[config.mk]
export PLATFORM = sky130hd
export DESIGN_NAME = mipi_csi_rx_packet_ctrl_4lane
export DESIGN_NICKNAME = d
export VERILOG_FILES = /design/src/rtl/mipi_csi_rx_packet_ctrl_4lane.sv
export SDC_FILE = /design/constraint.sdc
export NUM_CORES = 1
export LEC_CHECK = 0
export ABC_AREA = 1
export CAP_MARGIN = 25
export CORE_AREA = 3 3 106 108
export CTS_CLUSTER_DIAMETER = 200
export DETAILED_ROUTE_END_ITERATION = 6
export DIE_AREA = 0 0 109 111
export GPL_ROUTABILITY_DRIVEN = 0
export PLACE_DENSITY = 0.68
export SETUP_SLACK_MARGIN = 0.15
export SYNTH_ARGS = -nofsm -noshare
export SYNTH_HDL_FRONTEND = slang
export SYNTH_SLANG_ARGS = --single-unit
[constraint.sdc]
create_clock -name clk_i -period 1.45 [get_ports clk_i]
set_clock_uncertainty 0.05 [all_clocks]
set_input_delay 0.29 -clock clk_i [delete_from_list [all_inputs] [get_ports clk_i]]
set_output_delay 0.29 -clock clk_i [all_outputs]
set_load 0.02 [all_outputs]
[src/rtl/mipi_csi_rx_packet_ctrl_4lane.sv]
// Purpose: CSI-2 packet sequencer; parses headers, gates long-packet payload to the depacker, tracks frame/line state.
// Latency: data_i to payload_o is 1 clock; the header word is never forwarded.
// Backpressure: none; the depacker always accepts, so words are consumed every valid cycle.
module mipi_csi_rx_packet_ctrl_4lane #(
    parameter logic [1:0] VC_ID    = 2'd0,
    parameter int         WC_WIDTH = 16
) (
    input  logic        clk_i,
    input  logic        reset_n_i,
    input  logic        data_valid_i,
    input  logic [31:0] data_i,
    output logic        payload_valid_o,
    output logic [31:0] payload_o,
    output logic [2:0]  packet_type_o,
    output logic        frame_valid_o,
    output logic        line_start_o,
    output logic [15:0] line_count_o,
    output logic        err_dt_o,
    output logic        err_trunc_o
);

    localparam int RW = WC_WIDTH - 1;

    typedef enum logic [1:0] {
        IDLE    = 2'd0,
        PAYLOAD = 2'd1,
        SKIP    = 2'd2
    } state_t;

    state_t              state, state_nxt;
    logic [RW-1:0]       remaining, remaining_nxt;
    logic                payload_valid_nxt;
    logic [31:0]         payload_nxt;
    logic [2:0]          packet_type_nxt;
    logic                frame_valid_nxt;
    logic                line_start_nxt;
    logic [15:0]         line_count_nxt;
    logic                err_dt_nxt;
    logic                err_trunc_nxt;

    logic [5:0]          hdr_dt;
    logic [1:0]          hdr_vc;
    logic [WC_WIDTH-1:0] hdr_wc;
    logic [WC_WIDTH:0]   wc_round;
    logic [RW-1:0]       hdr_words;
    logic                dt_raw;

    assign hdr_dt    = data_i[5:0];
    assign hdr_vc    = data_i[7:6];
    assign hdr_wc    = data_i[8 +: WC_WIDTH];
    // Payload length in 32-bit words, rounded up; the last word may be partial.
    assign wc_round  = {1'b0, hdr_wc} + (WC_WIDTH+1)'(3);
    assign hdr_words = wc_round[WC_WIDTH:2];
    assign dt_raw    = (hdr_dt >= 6'h2A) && (hdr_dt <= 6'h2E);

    always_ff @(posedge clk_i or negedge reset_n_i) begin
        if (!reset_n_i) begin
            state           <= IDLE;
            remaining       <= '0;
            payload_valid_o <= 1'b0;
            payload_o       <= '0;
            packet_type_o   <= 3'd2;
            frame_valid_o   <= 1'b0;
            line_start_o    <= 1'b0;
            line_count_o    <= '0;
            err_dt_o        <= 1'b0;
            err_trunc_o     <= 1'b0;
        end else begin
            state           <= state_nxt;
            remaining       <= remaining_nxt;
            payload_valid_o <= payload_valid_nxt;
            payload_o       <= payload_nxt;
            packet_type_o   <= packet_type_nxt;
            frame_valid_o   <= frame_valid_nxt;
            line_start_o    <= line_start_nxt;
            line_count_o    <= line_count_nxt;
            err_dt_o        <= err_dt_nxt;
            err_trunc_o     <= err_trunc_nxt;
        end
    end

    always_comb begin
        state_nxt         = state;
        remaining_nxt     = remaining;
        payload_valid_nxt = 1'b0;
        payload_nxt       = payload_o;
        packet_type_nxt   = packet_type_o;
        frame_valid_nxt   = frame_valid_o;
        line_start_nxt    = 1'b0;
        line_count_nxt    = line_count_o;
        err_dt_nxt        = 1'b0;
        err_trunc_nxt     = 1'b0;

        case (state)
            IDLE: begin
                if (data_valid_i) begin
                    state_nxt = SKIP;
                    if (hdr_vc != VC_ID) begin
                        state_nxt = SKIP;
                    end else if (hdr_dt < 6'h10) begin
                        if (hdr_dt == 6'h00) begin
                            frame_valid_nxt = 1'b1;
                            line_count_nxt  = '0;
                        end else if (hdr_dt == 6'h01) begin
                            frame_valid_nxt = 1'b0;
                        end
                    end else if (dt_raw) begin
                        packet_type_nxt = hdr_dt[2:0];
                        line_start_nxt  = 1'b1;
                        if (line_count_o != 16'hFFFF) begin
                            line_count_nxt = line_count_o + 16'd1;
                        end
                        // An empty line is still counted but has nothing to forward.
                        if (hdr_wc != '0) begin
                            remaining_nxt = hdr_words;
                            state_nxt     = PAYLOAD;
                        end
                    end else begin
                        err_dt_nxt = 1'b1;
                    end
                end
            end
            PAYLOAD: begin
                if (data_valid_i) begin
                    payload_nxt       = data_i;
                    payload_valid_nxt = 1'b1;
                    remaining_nxt     = remaining - RW'(1);
                    if (remaining == RW'(1)) begin
                        state_nxt = SKIP;
                    end
                end else begin
                    err_trunc_nxt = 1'b1;
                    state_nxt     = IDLE;
                end
            end
            SKIP: begin
                // Trailing CRC and filler are dropped; the idle cycle resyncs the depacker.
                if (!data_valid_i) begin
                    state_nxt = IDLE;
                end
            end
            default: begin
                state_nxt = IDLE;
            end
        endcase
    end

endmodule

==> metrics.csv, run 1 <==
stage,metric,value,unit
critical_path,crit_cells,10,
floorplan,die_h,111,um
critical_path,reg2regPathDepth,10,
yosys,synth_edf_count,0,
yosys,syn_avg_cell_area,6.98,um^2
status,violations,negative setup slack,
layout,fillers,694,
routing,viasPerCell,5.40,
clock_network,h-tree-depth,3,
status,status,"complete, but fails checks",
routing,ant_nets,0,
critical_path,critical_path.top_delay_family,simple AND/OR/NAND/NOR gates,
floorplan,die_w,109,um
floorplan,die_area,12100,um^2
clock_network,clock_latency,0.37,ns
yosys,yosysWarnings,0,
routing,firstDrtPassIters,6,
clock_network,clockBufferDepth,2,
critical_path,critPathLaunch,remaining[3],
pwr,leakage,3.85,nW
routing,post-route-drc-count,0,
yosys,ys_seq_area_share,44.2,%
routing,vias,5255,
pwr,power_density,807,nW/um^2
yosys,ys_seq_elements,73,
floorplan,io_pins,91,
clock_network,ctsRootBufferMaster,clkbuf_8,
routing,wl,17600,um
global_routing,grt_use_total,26.4,%
sta,rsz0062_at_grt,true,
yosys,syn_inst,593,
yosys,synth_largest_area_cell,dfrtp_1,
floorplan,start_util,40.1,%
critical_path,crit_chain,nor2_4 > nand2_4 > nor2_4 > nand2_1 > nand2_1 > nand2_1 > nand2_1 > nand2_1 > nand2_1 > nand2_1,
sta,fin_tns_setup,-5.59,ns
sta,max_freq,598,MHz
global_routing,globalRouteOverflowTotal,0,
routing,post_drt_wl_per_cell,18.1,um
sta,final_hold_viol_count,0,
critical_path,reg2reg_slack,-0.22,ns
sta,finalMaxSlewViolations,0,
yosys,synth_fp_nets,631,
critical_path,crit_required,1.66,ns
placement,port_buffers,90,
clock_network,cts_sinks,73,
floorplan,core,10300,um^2
global_routing,grt_max_degree,30,
critical_path,criticalPathCategory,flip-flop to flip-flop,
floorplan,placementRows,37,
sta,worst_pin_slew,0.374,ns
layout,antenna_cells,0,
layout,num-nets-final,871,
critical_path,crit_buf_inv,0,
yosys,ys_async_sr_fraction,100,%
critical_path,critPathMaxStageDelay,0.47,ns
layout,drive_gt1_share,47.4,%
critical_path,endpoint,remaining[14],
job,cap_viol_max_count,0,
critical_path,r2r-start,remaining[3],
min_path,hp-class,input pin to flip-flop,
placement,place_ws,-0.471,ns
clock_network,cts_tree,built,
clock_network,numCtsBuffers,9,
sta,finalSetupViolations,68,
critical_path,path_common_cell,nand2_1,
sta,timing.hold.ws,0.148,ns
yosys,synth_ff_type,dfrtp_1,
yosys,ys_top_cells_by_area,"dfrtp_1 (44%), nand2_1 (21%), nand3_1 (7.3%), nor2_1 (5.8%), o21ai_0 (5.0%)",
sta,period_needed,1.67,ns
clock_network,clk_pin_slew_worst_paths,0.09,ns
pwr,peakVddDrop,525,uV
routing,first_iter_violations,461,
critical_path,cp.arrival,1.88,ns
layout,syn_to_final_growth,82.8,%
critical_path,path_max_fanout,4,
global_routing,grt_pass1_vias,5125,
yosys,synth_top_cell_area_share,43.5,%
yosys,netlist_area,4140,um^2
yosys,synth_common_cells,"nand2_1 (230), dfrtp_1 (72), nor2_1 (64), nand3_1 (60), inv_1 (48)",
yosys,yosysMostFrequentCell,nand2_1,
sta,fin_ws,-0.223,ns
critical_path,setup.worst_path.end_class,flip-flop,
sta,relSlewSlack,75.0,%
global_routing,grt_pass1_wl,25300,um
critical_path,cp-start-kind,flip-flop,
sta,fin_crit_sh,115,%
yosys,synth_cell_types,29,
placement,dp_hpwl,9530,um
global_routing,antenna_found_initial,0,
critical_path,rr_endpoint,remaining[14],
critical_path,slowest_stage,dfrtp_2,
[flip-flops by register name, indices dropped and copies added (netlist names)]
| signal | flops |
|---|---|
| err_dt_o | 1 |
| err_trunc_o | 1 |
| frame_valid_o | 1 |
| line_count_o | 16 |
| line_start_o | 1 |
| packet_type_o | 3 |
| payload_o | 32 |
| payload_valid_o | 1 |
| remaining | 15 |
| state | 2 |
[where the power goes]
group | switching (W) | internal [W]
registers | 0.000279 | 0.00226
logic | 0.00101 | 0.000824
clock network | 0.000881 | 0.000849
total | 0.00217 | 0.00393
[cells by family after synthesis]
logic type / after synthesis / synth area share [%]
AOI/OAI and AO/OA: 54 / 6.71
xor gates and xnor gates: 12 / 2.54
adders and majority gates: 3 / 0.907
buffers and inverters: 68 / 6.86
DFF: 73 / 44.2
and+or+nand+nor: 383 / 38.8
[timing repair]
item	4_1_cts	5_1_grt
hold buffers	1	0
hold endpoints to repair	20	0
endpoints found under the setup margin	125	94
gates resized for setup	404	128
pin swaps	54	18
cloned	13	4
setup buffers	35	14
[final cells by class]
type	instances	area, um^2	area share [%]
timing repair buffer	244	2410	31.9
clock buffer	10	138	1.82
timing repair inverter	1	11.3	0.149
sequential	73	1840	24.4
tap	136	170	2.25
inverter	51	206	2.73
multi-input combinational	453	2720	36.0
clock inverter	6	65.1	0.860
[placed cells by master, fill, tap and decap left out, drive strengths merged, types with 10 or more instances in the layout]
| master | netlist | final |
|---|---|---|
| dfrtp | 72 | 72 |
| o21ai | 48 | 48 |
| clkbuf | 7 | 14 |
| nor2 | 69 | 69 |
| nand3 | 60 | 60 |
| nand2 | 233 | 234 |
| inv | 51 | 54 |
| dlygate4sd2 | 0 | 21 |
| buf | 10 | 206 |
| xor2 | 10 | 10 |
[per-layer routing]
layer,vias up,GRT usage (%),share of wire [%]
met3,76,5.65,7.8
met2,308,43.8,50
met5,-,0,0
met1,2498,32.7,38
met4,0,11.6,4.2
li1,2373,-,-
[worst min-delay path by stage]
stage	from	endpoint	slack (ns)	cells after the start
final	data_i[6]	payload_o[6]	0.15	3
after global placement	reset_n_i	payload_o[10]	0.17	1
after CTS	data_i[4]	payload_o[4]	0.30	3
after detailed placement	reset_n_i	payload_o[10]	0.18	1
after global routing	data_i[6]	payload_o[6]	0.16	3
after floorplan	reset_n_i	err_dt_o	-0.06	0
[worst register-to-register path: cells and delay by family, from the launching register on]
kind             cells  cell delay, ns
and+or+nand+nor     10            1.05
DFF                  1            0.47
[stage by stage]
stage | total power [W] | instances | cell area (um^2) | util [%]
after CTS | 0.00570 | 956 | 6950 | 67.4
final | 0.00611 | 974 | 7570 | 73.3
after detailed placement | 0.00390 | 891 | 5950 | 57.6
after floorplan | 0.00316 | 593 | 4280 | -
after global routing | 0.00635 | 974 | 7570 | 73.3
after global placement | 0.00386 | 891 | 5950 | 57.6
Note: power is estimated with default switching activity, not from simulation.
==> inputs of run 2 (changes only) <==
--- a/config.mk
+++ b/config.mk
@@ -7,12 +7,12 @@
 export LEC_CHECK = 0
 export ABC_AREA = 1
 export CAP_MARGIN = 25
-export CORE_AREA = 3 3 106 108
+export CORE_AREA = 3 3 100 102
 export CTS_CLUSTER_DIAMETER = 200
 export DETAILED_ROUTE_END_ITERATION = 6
-export DIE_AREA = 0 0 109 111
+export DIE_AREA = 0 0 103 105
 export GPL_ROUTABILITY_DRIVEN = 0
-export PLACE_DENSITY = 0.68
+export PLACE_DENSITY = 0.73
 export SETUP_SLACK_MARGIN = 0.15
 export SYNTH_ARGS = -nofsm -noshare
 export SYNTH_HDL_FRONTEND = slang
==> constraint.sdc (replaced) <==
create_clock -name clk_i -period 1.6 [get_ports clk_i]
set_clock_uncertainty 0.05 [all_clocks]
set_input_delay 0.32 -clock clk_i [delete_from_list [all_inputs] [get_ports clk_i]]
set_output_delay 0.32 -clock clk_i [all_outputs]
set_load 0.02 [all_outputs]
==> metrics.csv, run 2 (synthesized netlist as in run 1, its figures left out) <==
stage,metric,value,unit
status,status,"complete, but fails checks",
status,violations,negative setup slack,
floorplan,core,9200,um^2
global_routing,grt_max_degree,74,
routing,wl,14800,um
clock_network,h-tree-depth,3,
global_routing,grt_use_total,24.8,%
clock_network,clockBufferDepth,2,
sta,max_freq,583,MHz
layout,multi_input_area,2440,um^2
critical_path,slowest_stage,dfrtp_1,
routing,ant_nets,0,
global_routing,grt_pass1_wl,21800,um
layout,layout.cells.most_common,nand2_1,
layout,final_core_util,73.2,%
sta,final_hold_viol_count,0,
min_path,hp-class,input pin to flip-flop,
routing,viasPerCell,5.42,
pwr,peakVddDrop,612,uV
critical_path,crit_chain,nand2_1 > nor2_2 > nand2_1 > o21ai_2 > nand2_2 > nand2_4 > buf_8 > nand2_1 > o21ai_1,
sta,worst_pin_slew,0.410,ns
sta,fin_crit_sh,107,%
routing,post_drt_wl_per_cell,16.1,um
routing,post-route-drc-count,0,
global_routing,grt_pass1_vias,4763,
layout,num-nets-final,843,
floorplan,die_area,10800,um^2
global_routing,antenna_found_initial,0,
pwr,power_density,799,nW/um^2
sta,finalMaxSlewViolations,0,
job,cap_viol_max_count,0,
clock_network,clock_latency,0.36,ns
pwr,leakage,3.39,nW
critical_path,critical_path.top_delay_family,simple AND/OR/NAND/NOR gates,
sta,rsz0062_at_grt,true,
floorplan,die_w,103,um
critical_path,path_common_cell,nand2_1,
layout,seq_area,1840,um^2
critical_path,cp-start-kind,flip-flop,
layout,design_area,6740,um^2
placement,port_buffers,90,
clock_network,ctsRootBufferMaster,clkbuf_8,
routing,first_iter_violations,315,
floorplan,io_pins,91,
layout,top_regs,"payload_o (32), line_count_o (16), remaining (15)",
sta,period_needed,1.71,ns
layout,antenna_cells,0,
placement,place_area,5760,um^2
layout,fillers,648,
global_routing,globalRouteOverflowTotal,0,
routing,firstDrtPassIters,5,
pwr,total_power,0.00538,W
placement,place_ws,-0.355,ns
critical_path,path_max_fanout,8,
layout,syn_to_final_growth,62.7,%
layout,layout_common_cells,"nand2_1 (198), buf_4 (105), dfrtp_1 (64)",
floorplan,start_util,45.0,%
floorplan,placementRows,35,
critical_path,setup.worst_path.end_class,flip-flop,
critical_path,critPathMaxStageDelay,0.44,ns
routing,vias,4991,
layout,top_register,payload_o,
critical_path,criticalPathCategory,flip-flop to flip-flop,
placement,dp_hpwl,8680,um
clock_network,clk_pin_slew_worst_paths,0.10,ns
sta,finalSetupViolations,16,
sta,fin_ws,-0.114,ns
clock_network,cts_tree,built,
clock_network,numCtsBuffers,9,
floorplan,die_h,105,um
critical_path,crit_buf_inv,1,
sta,relSlewSlack,72.7,%
layout,instances_no_fill,921,
layout,largest_reg_flops,32,
critical_path,cp.arrival,1.95,ns
layout,drive_gt1_share,36.5,%
clock_network,cts_sinks,73,
placement,post-place-cells,858,
critical_path,crit_required,1.83,ns
[run 2: report_power, final]
part / switching [W] / internal [W] / leakage, nW
combinational: 0.000851 / 0.000755 / 2.35
clock: 0.000817 / 0.000735 / 0.0966
sequential: 0.000183 / 0.00204 / 0.935
[run 2: timing repair]
action,in CTS,in global routing
resized for setup,220,132
setup endpoints to repair,92,81
pin swaps,32,38
cloned,3,0
setup buffers,23,20
hold buffers,1,0
endpoints found under the hold margin,72,0
[run 2: tightest hold or removal path: stages]
cell	delay (ns)
dlymetal6s2s_1	0.12
nand2_1	0.07
nand2_1	0.06
[run 2: routing by layer]
| metal | part of all wire [%] | vias to the layer above | GRT usage, % | wire length [um] |
|---|---|---|---|---|
| li1 | - | 2299 | - | - |
| met2 | 52 | 276 | 42.3 | 7660 |
| met5 | 0 | - | 0 | 0 |
| met1 | 38 | 2360 | 31.3 | 5560 |
| met4 | 3.2 | 0 | 8.51 | 467 |
| met3 | 7.6 | 56 | 4.21 | 1130 |
[run 2: worst paths after layout]
path                       slack, ns       startpoint  cells past startpoint          endpoint
max                            -0.11  line_count_o[8]                      9   line_count_o[0]
min                             0.20        data_i[6]                      3      payload_o[6]
max reg2reg                    -0.11  line_count_o[8]                      9   line_count_o[0]
min reg2reg                     0.43    payload_o[26]                      2     payload_o[26]
max in group asynchronous       0.66        reset_n_i                      3  packet_type_o[1]
min in group asynchronous       0.46        reset_n_i                      3     payload_o[21]
[run 2: through the flow]
stage	hold WS, ns	setup TNS [ns]
5_1_grt	0.197	-1.99
4_1_cts	0.366	0
6_report	0.202	-0.848
2_1_floorplan	-0.0256	0
3_3_place_gp	0.333	-10.67
3_5_place_dp	0.337	-13.16
[run 2: layout make-up]
type | count | share of cell area (%)
Tap cell | 111 | 2.06
Clock inverter | 7 | 1.13
Clock buffer | 9 | 1.84
Timing Repair Buffer | 218 | 28.5
Sequential cell | 73 | 27.3
Inverter | 51 | 2.92
Multi-Input combinational cell | 452 | 36.2
